`config.mk`:
```
export PLATFORM = sky130hd
export DESIGN_NAME = ref_iq_buffer
export DESIGN_NICKNAME = d
export VERILOG_FILES = /design/src/rtl/ref_iq_buffer.sv
export SDC_FILE = /design/constraint.sdc
export NUM_CORES = 1
export LEC_CHECK = 0
export CORE_UTILIZATION = 60
export DETAILED_ROUTE_END_ITERATION = 10
export PLACE_DENSITY = 0.9
export SYNTH_ARGS = -nofsm -noshare
export SYNTH_HDL_FRONTEND = slang
export SYNTH_SLANG_ARGS = --single-unit
```
`constraint.sdc`:
```
create_clock -name clk -period 2.6 [get_ports clk]
set_clock_uncertainty 0.1 [all_clocks]
set_input_delay 0.52 -clock clk [delete_from_list [all_inputs] [get_ports clk]]
set_output_delay 0.52 -clock clk [all_outputs]
set_load 0.02 [all_outputs]
```
`src/rtl/ref_iq_buffer.sv`:
```
// Writable complex reference store with a ready/valid read port and a 3-entry output FIFO.
// Optional out-of-range flag beats: define REF_IQ_BUFFER_OOR_FLAG_EN.
module ref_iq_buffer #(
    parameter int buffer_length = 10,
    parameter int index_bits    = 4,
    parameter int i_bits        = 12,
    parameter int q_bits        = 12
) (
    input  logic                     clk,
    input  logic                     rst_n,
    input  logic                     m_axis_load_tvalid,
    input  logic [index_bits-1:0]    m_axis_load_addr,
    input  logic [i_bits+q_bits-1:0] m_axis_load_tdata,
    input  logic                     m_axis_index_tvalid,
    input  logic [index_bits-1:0]    m_axis_index_tdata,
    output logic                     s_axis_index_tready,
    input  logic                     m_axis_tready,
    output logic                     s_axis_data_tvalid,
    output logic signed [i_bits-1:0] i,
    output logic signed [q_bits-1:0] q,
    output logic                     s_axis_data_tuser
);

    localparam int W = i_bits + q_bits;
    localparam logic [index_bits:0] LEN = (index_bits + 1)'(buffer_length);

    typedef struct packed {
        logic         oor;
        logic [W-1:0] word;
    } entry_t;

    logic [W-1:0] mem [buffer_length];
    entry_t       s1_r;
    logic         s1_valid_r;
    logic         s1_valid_s;
    entry_t       fifo_r [3];
    entry_t       fifo_s [3];
    logic [1:0]   count_r;
    logic [1:0]   count_s;
    logic [1:0]   wr_idx_s;
    logic         tready_r;
    logic         tready_s;
    logic         accept_s;
    logic         pop_s;
    logic         req_in_range_s;
    logic         load_in_range_s;

    assign accept_s        = m_axis_index_tvalid & tready_r;
    assign pop_s           = (count_r != 2'd0) & m_axis_tready;
    assign req_in_range_s  = ({1'b0, m_axis_index_tdata} < LEN);
    assign load_in_range_s = ({1'b0, m_axis_load_addr} < LEN);

    // Sample storage: written by the load port, never reset.
    always_ff @(posedge clk) begin
        if (m_axis_load_tvalid && load_in_range_s) begin
            mem[m_axis_load_addr] <= m_axis_load_tdata;
        end
    end

    // Stage-1 occupancy; out-of-range requests only occupy it when they produce a beat.
    always_comb begin
        s1_valid_s = 1'b0;
        if (accept_s) begin
`ifdef REF_IQ_BUFFER_OOR_FLAG_EN
            s1_valid_s = 1'b1;
`else
            s1_valid_s = req_in_range_s;
`endif
        end else begin
            s1_valid_s = 1'b0;
        end
    end

    // Stage 1 captures the word at the handshake edge, so a same-edge load is not yet visible.
    always_ff @(posedge clk or negedge rst_n) begin
        if (!rst_n) begin
            s1_valid_r <= 1'b0;
            s1_r       <= '0;
        end else begin
            s1_valid_r <= s1_valid_s;
            if (accept_s) begin
                s1_r.word <= req_in_range_s ? mem[m_axis_index_tdata] : {W{1'b0}};
`ifdef REF_IQ_BUFFER_OOR_FLAG_EN
                s1_r.oor  <= ~req_in_range_s;
`else
                s1_r.oor  <= 1'b0;
`endif
            end else begin
                s1_r <= s1_r;
            end
        end
    end

    // Shift FIFO with the head in slot 0; a pop of the last entry leaves slot 0 as the held output.
    always_comb begin
        fifo_s = fifo_r;
        if (pop_s && (count_r >= 2'd2)) begin
            fifo_s[0] = fifo_r[1];
            fifo_s[1] = fifo_r[2];
        end else begin
            fifo_s[0] = fifo_r[0];
        end
        wr_idx_s = count_r - {1'b0, pop_s};
        if (s1_valid_r) begin
            fifo_s[wr_idx_s] = s1_r;
        end else begin
            fifo_s[0] = fifo_s[0];
        end
        count_s  = count_r - {1'b0, pop_s} + {1'b0, s1_valid_r};
        tready_s = (({1'b0, count_s} + {2'b00, s1_valid_s}) < 3'd3);
    end

    // FIFO storage, occupancy and the registered request-ready.
    always_ff @(posedge clk or negedge rst_n) begin
        if (!rst_n) begin
            fifo_r[0] <= '0;
            fifo_r[1] <= '0;
            fifo_r[2] <= '0;
            count_r   <= 2'd0;
            tready_r  <= 1'b0;
        end else begin
            fifo_r    <= fifo_s;
            count_r   <= count_s;
            tready_r  <= tready_s;
        end
    end

    assign s_axis_index_tready = tready_r;
    assign s_axis_data_tvalid  = (count_r != 2'd0);
    assign i                   = $signed(fifo_r[0].word[W-1:q_bits]);
    assign q                   = $signed(fifo_r[0].word[q_bits-1:0]);
    assign s_axis_data_tuser   = fifo_r[0].oor;

endmodule

```
; Word level (Yosys, flattened, before mapping)
; Memories as Yosys holds them, arrays and structs flattened.
; Index checks and enable logic that the tools add are counted.
[classes]
add_sub_neg = 3
order_cmp = 6
n_mux = 11
n_bitwise = 3
reduce_logical = 4
[op_table]
columns = operator, n
row1 = $mux 25, 4
row2 = $bwmux 75, 1
row3 = $demux 25 s2, 1
row4 = $mux 50, 1
row5 = $mux 24, 1
row6 = $lt 4x4->1 const B, 2
row7 = $add 2x1->3, 1
row8 = $ge 3x3->1 const B, 1
row9 = $logic_and 1x1->1, 3
row10 = $lt 3x1->1 const B, 1
row11 = $lt 3x2->1 const B, 1
row12 = $mux 1, 3
row13 = $not 2->3, 1
row14 = $add 2x1->2, 1
row15 = $and 1x1->1, 2
row16 = $ge 2x2->1 const B, 1
row17 = $reduce_bool 2->1, 1
row18 = $sub 2x1->2, 1
[totals]
reg_bits = 103
ram_bits = 240
out_inout_bits = 27
word_cells = 38
memories = 1
[mem_list]
columns = name, words, width, read_ports, rd_clocked_by_memory_dff, wr, line_no
row1 = mem, 10, 24, 1, 0, 1, 32  ; logic [W-1:0] mem [buffer_length];

; Logic depth before layout (Yosys ltp)
[logic_depth]
ltp_word = 10
mapped_depth = 8
depth_no_buf = 8

; Worst setup path after synthesis
; Ideal clock, no wire load.
[synth_path]
kind = input to register
from = in m_axis_load_addr[3]
to = mem mem[0][0] in the netlist's numbering, enable pin
t_arrival_ns = 2.704
t_required_ns = 2.065
slack_ns = -0.639
cell_stages = 2
path_buffers = 0
path_cell_list = or3b_2 nor3_1
[synth_via]
elab_chain_len = 4
[synth_lines]
columns = item, line_no
row1 = from (decl), 12  ; input logic [index_bits-1:0] m_axis_load_addr,
row2 = $lt 4x4->1, 51  ; assign load_in_range_s = ({1'b0, m_axis_load_addr} < LEN);
row3 = $logic_and 1x1->1, 55  ; if (m_axis_load_tvalid && load_in_range_s) begin
row4 = $mux 1, 55
row5 = $mux 1 (not written as such), 56  ; mem[m_axis_load_addr] <= m_axis_load_tdata;
row6 = to (decl), 32
; Parallel ways exist; a longest one is shown, timed or not.

; Worst setup path after layout
[layout_path]
from = reg count_r[1]
to = out s_axis_data_tvalid
[layout_via]
elab_chain_len = 1
[layout_lines]
columns = item, line_no
row1 = from (decl), 38  ; logic [1:0] count_r;
row2 = from (signal assigned), 123  ; count_r <= count_s;
row3 = $reduce_bool 2->1, 129  ; assign s_axis_data_tvalid = (count_r != 2'd0);
row4 = to (decl), 18  ; output logic s_axis_data_tvalid,
; No other way between the ends.

==> metrics.md <==
| Metric | Value |
|---|---|
| Post-Syn Instances | `713` |
| Most used DFF post-synth | `sky130_fd_sc_hd__edfxtp_1` |
| Setup_tns | `0 ns` |
| Most frequent standard cell in the layout excluding fill and tap cells | `sky130_fd_sc_hd__edfxtp_1` |
| Clock network fraction of total power | `between 30% and 40%` |
| Clock root buffer master | `sky130_fd_sc_hd__clkbuf_16` |
| Core Footprint | `roughly 0.023 mm²` |
| Initial Util | `61.11%` |
| Top fanout value on the critical path | `5` |
| Syn Std Cell Area | `0.01383 mm²` |
| Synth Net Count | `754` |
| MaxCap Viol Count | `0` |
| Worst EP required | `between 1.5 and 2 ns` |
| Number of pins exceeding their max-slew limit in the final report | `0` |
| Commonest cells after routing, fill and taps aside | `240 x sky130_fd_sc_hd__edfxtp_1, 125 x sky130_fd_sc_hd__mux2_2, 103 x sky130_fd_sc_hd__dfrtp_1` |
| Shortest period the worst path allows | `around 2.5 ns` |
| Floorplan die area | `around 0.024 mm²` |
| Weighted congestion reported at the end of routability-driven placement | `between 0.7 and 0.8` |
| Leftover overflow at the end of global routing | `0` |
| Number of hold-slack violations in the final timing report | `0` |
| Layout Cells excl Fill | `around 1100` |
| Max-Slew Margin vs Limit | `56.56%` |
| Number of DRC violations after detailed-routing iteration 0 | `a little over 800` |
| Clk slew on worst S/H paths | `0.06 ns` |
| Area after detailed placement | `around 0.015 mm²` |
| Gr usage total | `between 20% and 30%` |
| Number of nets in the final layout | `around 830` |
| Largest cells by area after synthesis | `sky130_fd_sc_hd__edfxtp_1 52%, sky130_fd_sc_hd__dfrtp_1 19%, sky130_fd_sc_hd__mux2_2 10%, sky130_fd_sc_hd__mux4_2 7.8%, sky130_fd_sc_hd__mux2_4 2.1%` |
| Die extent in y | `153.8 µm` |
| Max frequency | `roughly 400 MHz` |
| Antenna Violating Nets Remaining | `0` |
| Fin util | `between 70% and 80%` |
| HPWL Detailed | `approximately 17000 µm` |
| Count of buffers from port buffering | `63` |
| WL per Instance | `about 27 µm` |
| Final Setup Violations | `0` |
| Num ports | `between 60 and 70` |
| Filler Cell Count | `1227` |
| Critical Path Start Type | `register` |
| Detailed Route WL | `29340 µm` |
| Smallest setup slack after layout | `0.1120 ns` |
| Clock buffers created by TritonCTS | `31` |
| Power spent charging and discharging nets | `between 3 and 4 mW` |
| Proportion of netlist area held by the largest area contributor | `52.09%` |
| Number of global-route vias before repair | `7575` |
| Status | `finished clean` |
| Proportion of total power due to net switching | `between 20% and 30%` |
| Critical setup path kind | `reg -> out` |
| Layout area overhead | `15.85%` |
| TritonCTS clock tree | `done` |
| Final instance area | `approximately 0.016 mm²` |
| Clock Latency Late Sink | `about 0.54 ns` |
| Portion of total power attributed to combinational logic | `19.7%` |
| Total power | `14.40 mW` |
| Avg Inst Size Synth | `19.40 µm²` |
| Pwr per Cell Area | `roughly 900 mW/mm²` |
| Max stage delay on crit path | `roughly 0.54 ns` |
| Synth warnings | `0` |
| Sequential fraction of the synthesis area | `~71%` |
| Pre-CTS setup slack | `approximately 0.019 ns` |
| Flip-flop and latch count after synthesis | `~340` |
| Global-route wire length before repair | `around 45000 µm` |
| Buffering stage count on the worst path with inverters included | `1` |
| Detailed-route via count | `7098` |
| Crit path cell chain | `or2_2 -> clkdlybuf4s50_1` |
| Final antenna diode count | `0` |
| Floorplan die width | `around 150 µm` |
| Detailed-route DRC error count | `0` |
| Worst Max-Slew Pin Slew | `about 0.65 ns` |
| Endpoint class of the critical path | `output pin` |
| Static Leakage | `between 5 and 6 nW` |
| Worst min path class | `reg -> reg` |
| CTS sink cnt | `roughly 340` |
| EDFF count, synth | `240` |
| Unrepaired setup endpoints after global routing | `no` |
| Worst slack on hold paths | `0.4068 ns` |
| Biggest area consumer among synthesized cells | `sky130_fd_sc_hd__edfxtp_1` |
| Core Rows | `55` |
| Critical path's slowest cell | `sky130_fd_sc_hd__clkdlybuf4s50_1` |
| Antenna violations before repair | `0` |
| Data arrival time at the worst-slack endpoint | `1.87 ns` |
| Internal cell power | `roughly 11 mW` |
| DR vias/cell | `about 6.4` |
| Part of the total power dissipated in sequential elements | `between 40% and 50%` |
| Fraction of final layout cells sized beyond drive strength 1 | `37.50%` |
| Peak supply drop | `between 0.4 and 0.5 mV` |
| Period utilization | `a little over nine tenths` |
| Number of distinct standard cells referenced by the synthesized netlist | `35` |
| Count of placed standard cells including taps | `between 1000 and 1500` |
| Maximum level of the CTS H-tree | `1` |
| Maximum buffer depth of the clock tree | `3` |
| Family of cells with the greatest summed delay on the critical path | `buffers and inverters` |
| Number of optimization iterations in the first detailed-route pass | `5` |
| Pin count of the biggest net entering global routing | `just over 50` |
| Share of async-settable or async-resettable flops after synthesis | `a little under a third` |
==> cells in the mapped netlist, types with 2 or more instances <==
master	instances
sky130_fd_sc_hd__buf_2	12
sky130_fd_sc_hd__ha_1	4
sky130_fd_sc_hd__a21oi_1	2
sky130_fd_sc_hd__nor2_1	8
sky130_fd_sc_hd__nor3_1	3
sky130_fd_sc_hd__o21ai_0	24
sky130_fd_sc_hd__nand2b_1	2
sky130_fd_sc_hd__buf_6	5
sky130_fd_sc_hd__mux4_2	48
sky130_fd_sc_hd__edfxtp_1	240
sky130_fd_sc_hd__clkbuf_1	12
sky130_fd_sc_hd__a32oi_1	24
sky130_fd_sc_hd__or2_2	2
sky130_fd_sc_hd__nand3_1	2
sky130_fd_sc_hd__buf_12	2
sky130_fd_sc_hd__nand2_1	6
sky130_fd_sc_hd__mux2_2	125
sky130_fd_sc_hd__dfrtp_1	103
sky130_fd_sc_hd__mux2i_1	24
sky130_fd_sc_hd__inv_1	2
sky130_fd_sc_hd__buf_1	2
sky130_fd_sc_hd__mux2_4	19
sky130_fd_sc_hd__nand3b_1	2
sky130_fd_sc_hd__buf_4	29
==> sequential cells by signal, indices dropped and copies added (netlist names), named ones only <==
name,cells
count_r,2
fifo_r,26
i,12
mem,240
q,12
s1_r,24
s1_valid_r,1
s_axis_data_tuser,1
s_axis_index_tready,1
==> cells by family (layout without fill, tap and decap cells) <==
group           count (synthesis)  count (layout)  share of synthesized area, %
compound gates                 52              52                         2.569
flops                         343             343                         70.72
buf+inv                        64             167                         3.138
fa+ha+maj                       4               4                        0.3618
simple gates                   32              32                         1.239
xor+xnor                        2               2                        0.1809
mux                           216             216                         21.79
==> path summary, 6_finish.rpt <==
path	start	endpoint	slack (ns)	cells after the start
worst max-delay path	count_r[1]	s_axis_data_tvalid	0.11	2
worst min-delay path	register	register	0.41	1
worst max register to register	count_r[1]	s_axis_index_tready	0.19	8
worst min register to register	register	register	0.41	1
max in group asynchronous	rst_n	s1_r[7]	1.28	3
min in group asynchronous	rst_n	s1_r[1]	0.46	2
==> power by group through the flow <==
stage | Sequential (mW) | Clock [mW] | Combinational [mW]
floorplan | 6.92 | 0 | 2.14
detailed placement | 7.14 | 0 | 2.81
CTS | 7.05 | 4.55 | 2.85
finish | 7.06 | 4.51 | 2.83
global route | 7.13 | 4.75 | 3.03
global placement | 7.06 | 0 | 2.62
==> metal layers <==
layer | vias up | routed length (µm) | global-route usage, %
met5 | - | 0 | 0
met3 | 74 | 2252 | 3.439
met1 | 3712 | 11300 | 34.89
met2 | 361 | 14940 | 42.66
li1 | 2951 | - | -
met4 | 0 | 845 | 9.476
==> cell type report <==
cell class	count	area (µm²)	area share (%)
sequential	343	9784	61.05
multi-input combinational	306	3685	22.99
tap	285	356.6	2.225
clock inverter	12	120.1	0.7495
clock buffer	45	899.6	5.613
timing repair buffer	108	1174	7.323
inverter	2	7.507	0.04684
==> worst register-to-register path, cell delays in order, from the launching register on <==
cell                      delay, ns
sky130_fd_sc_hd__dfrtp_1       0.45
sky130_fd_sc_hd__or2_2         0.33
sky130_fd_sc_hd__and2_1        0.16
sky130_fd_sc_hd__ha_1          0.31
sky130_fd_sc_hd__inv_1         0.08
sky130_fd_sc_hd__ha_1          0.31
sky130_fd_sc_hd__ha_1          0.20
sky130_fd_sc_hd__ha_1          0.26
sky130_fd_sc_hd__a21oi_1       0.14
==> timing repair <==
item / 4_1_cts / 5_1_grt
gates resized for setup: 0 / 0
hold endpoints to repair: 43 / 0
buffers inserted: 0 / 0
hold buffers: 1 / 0
Power figures use the tool's default switching activity.
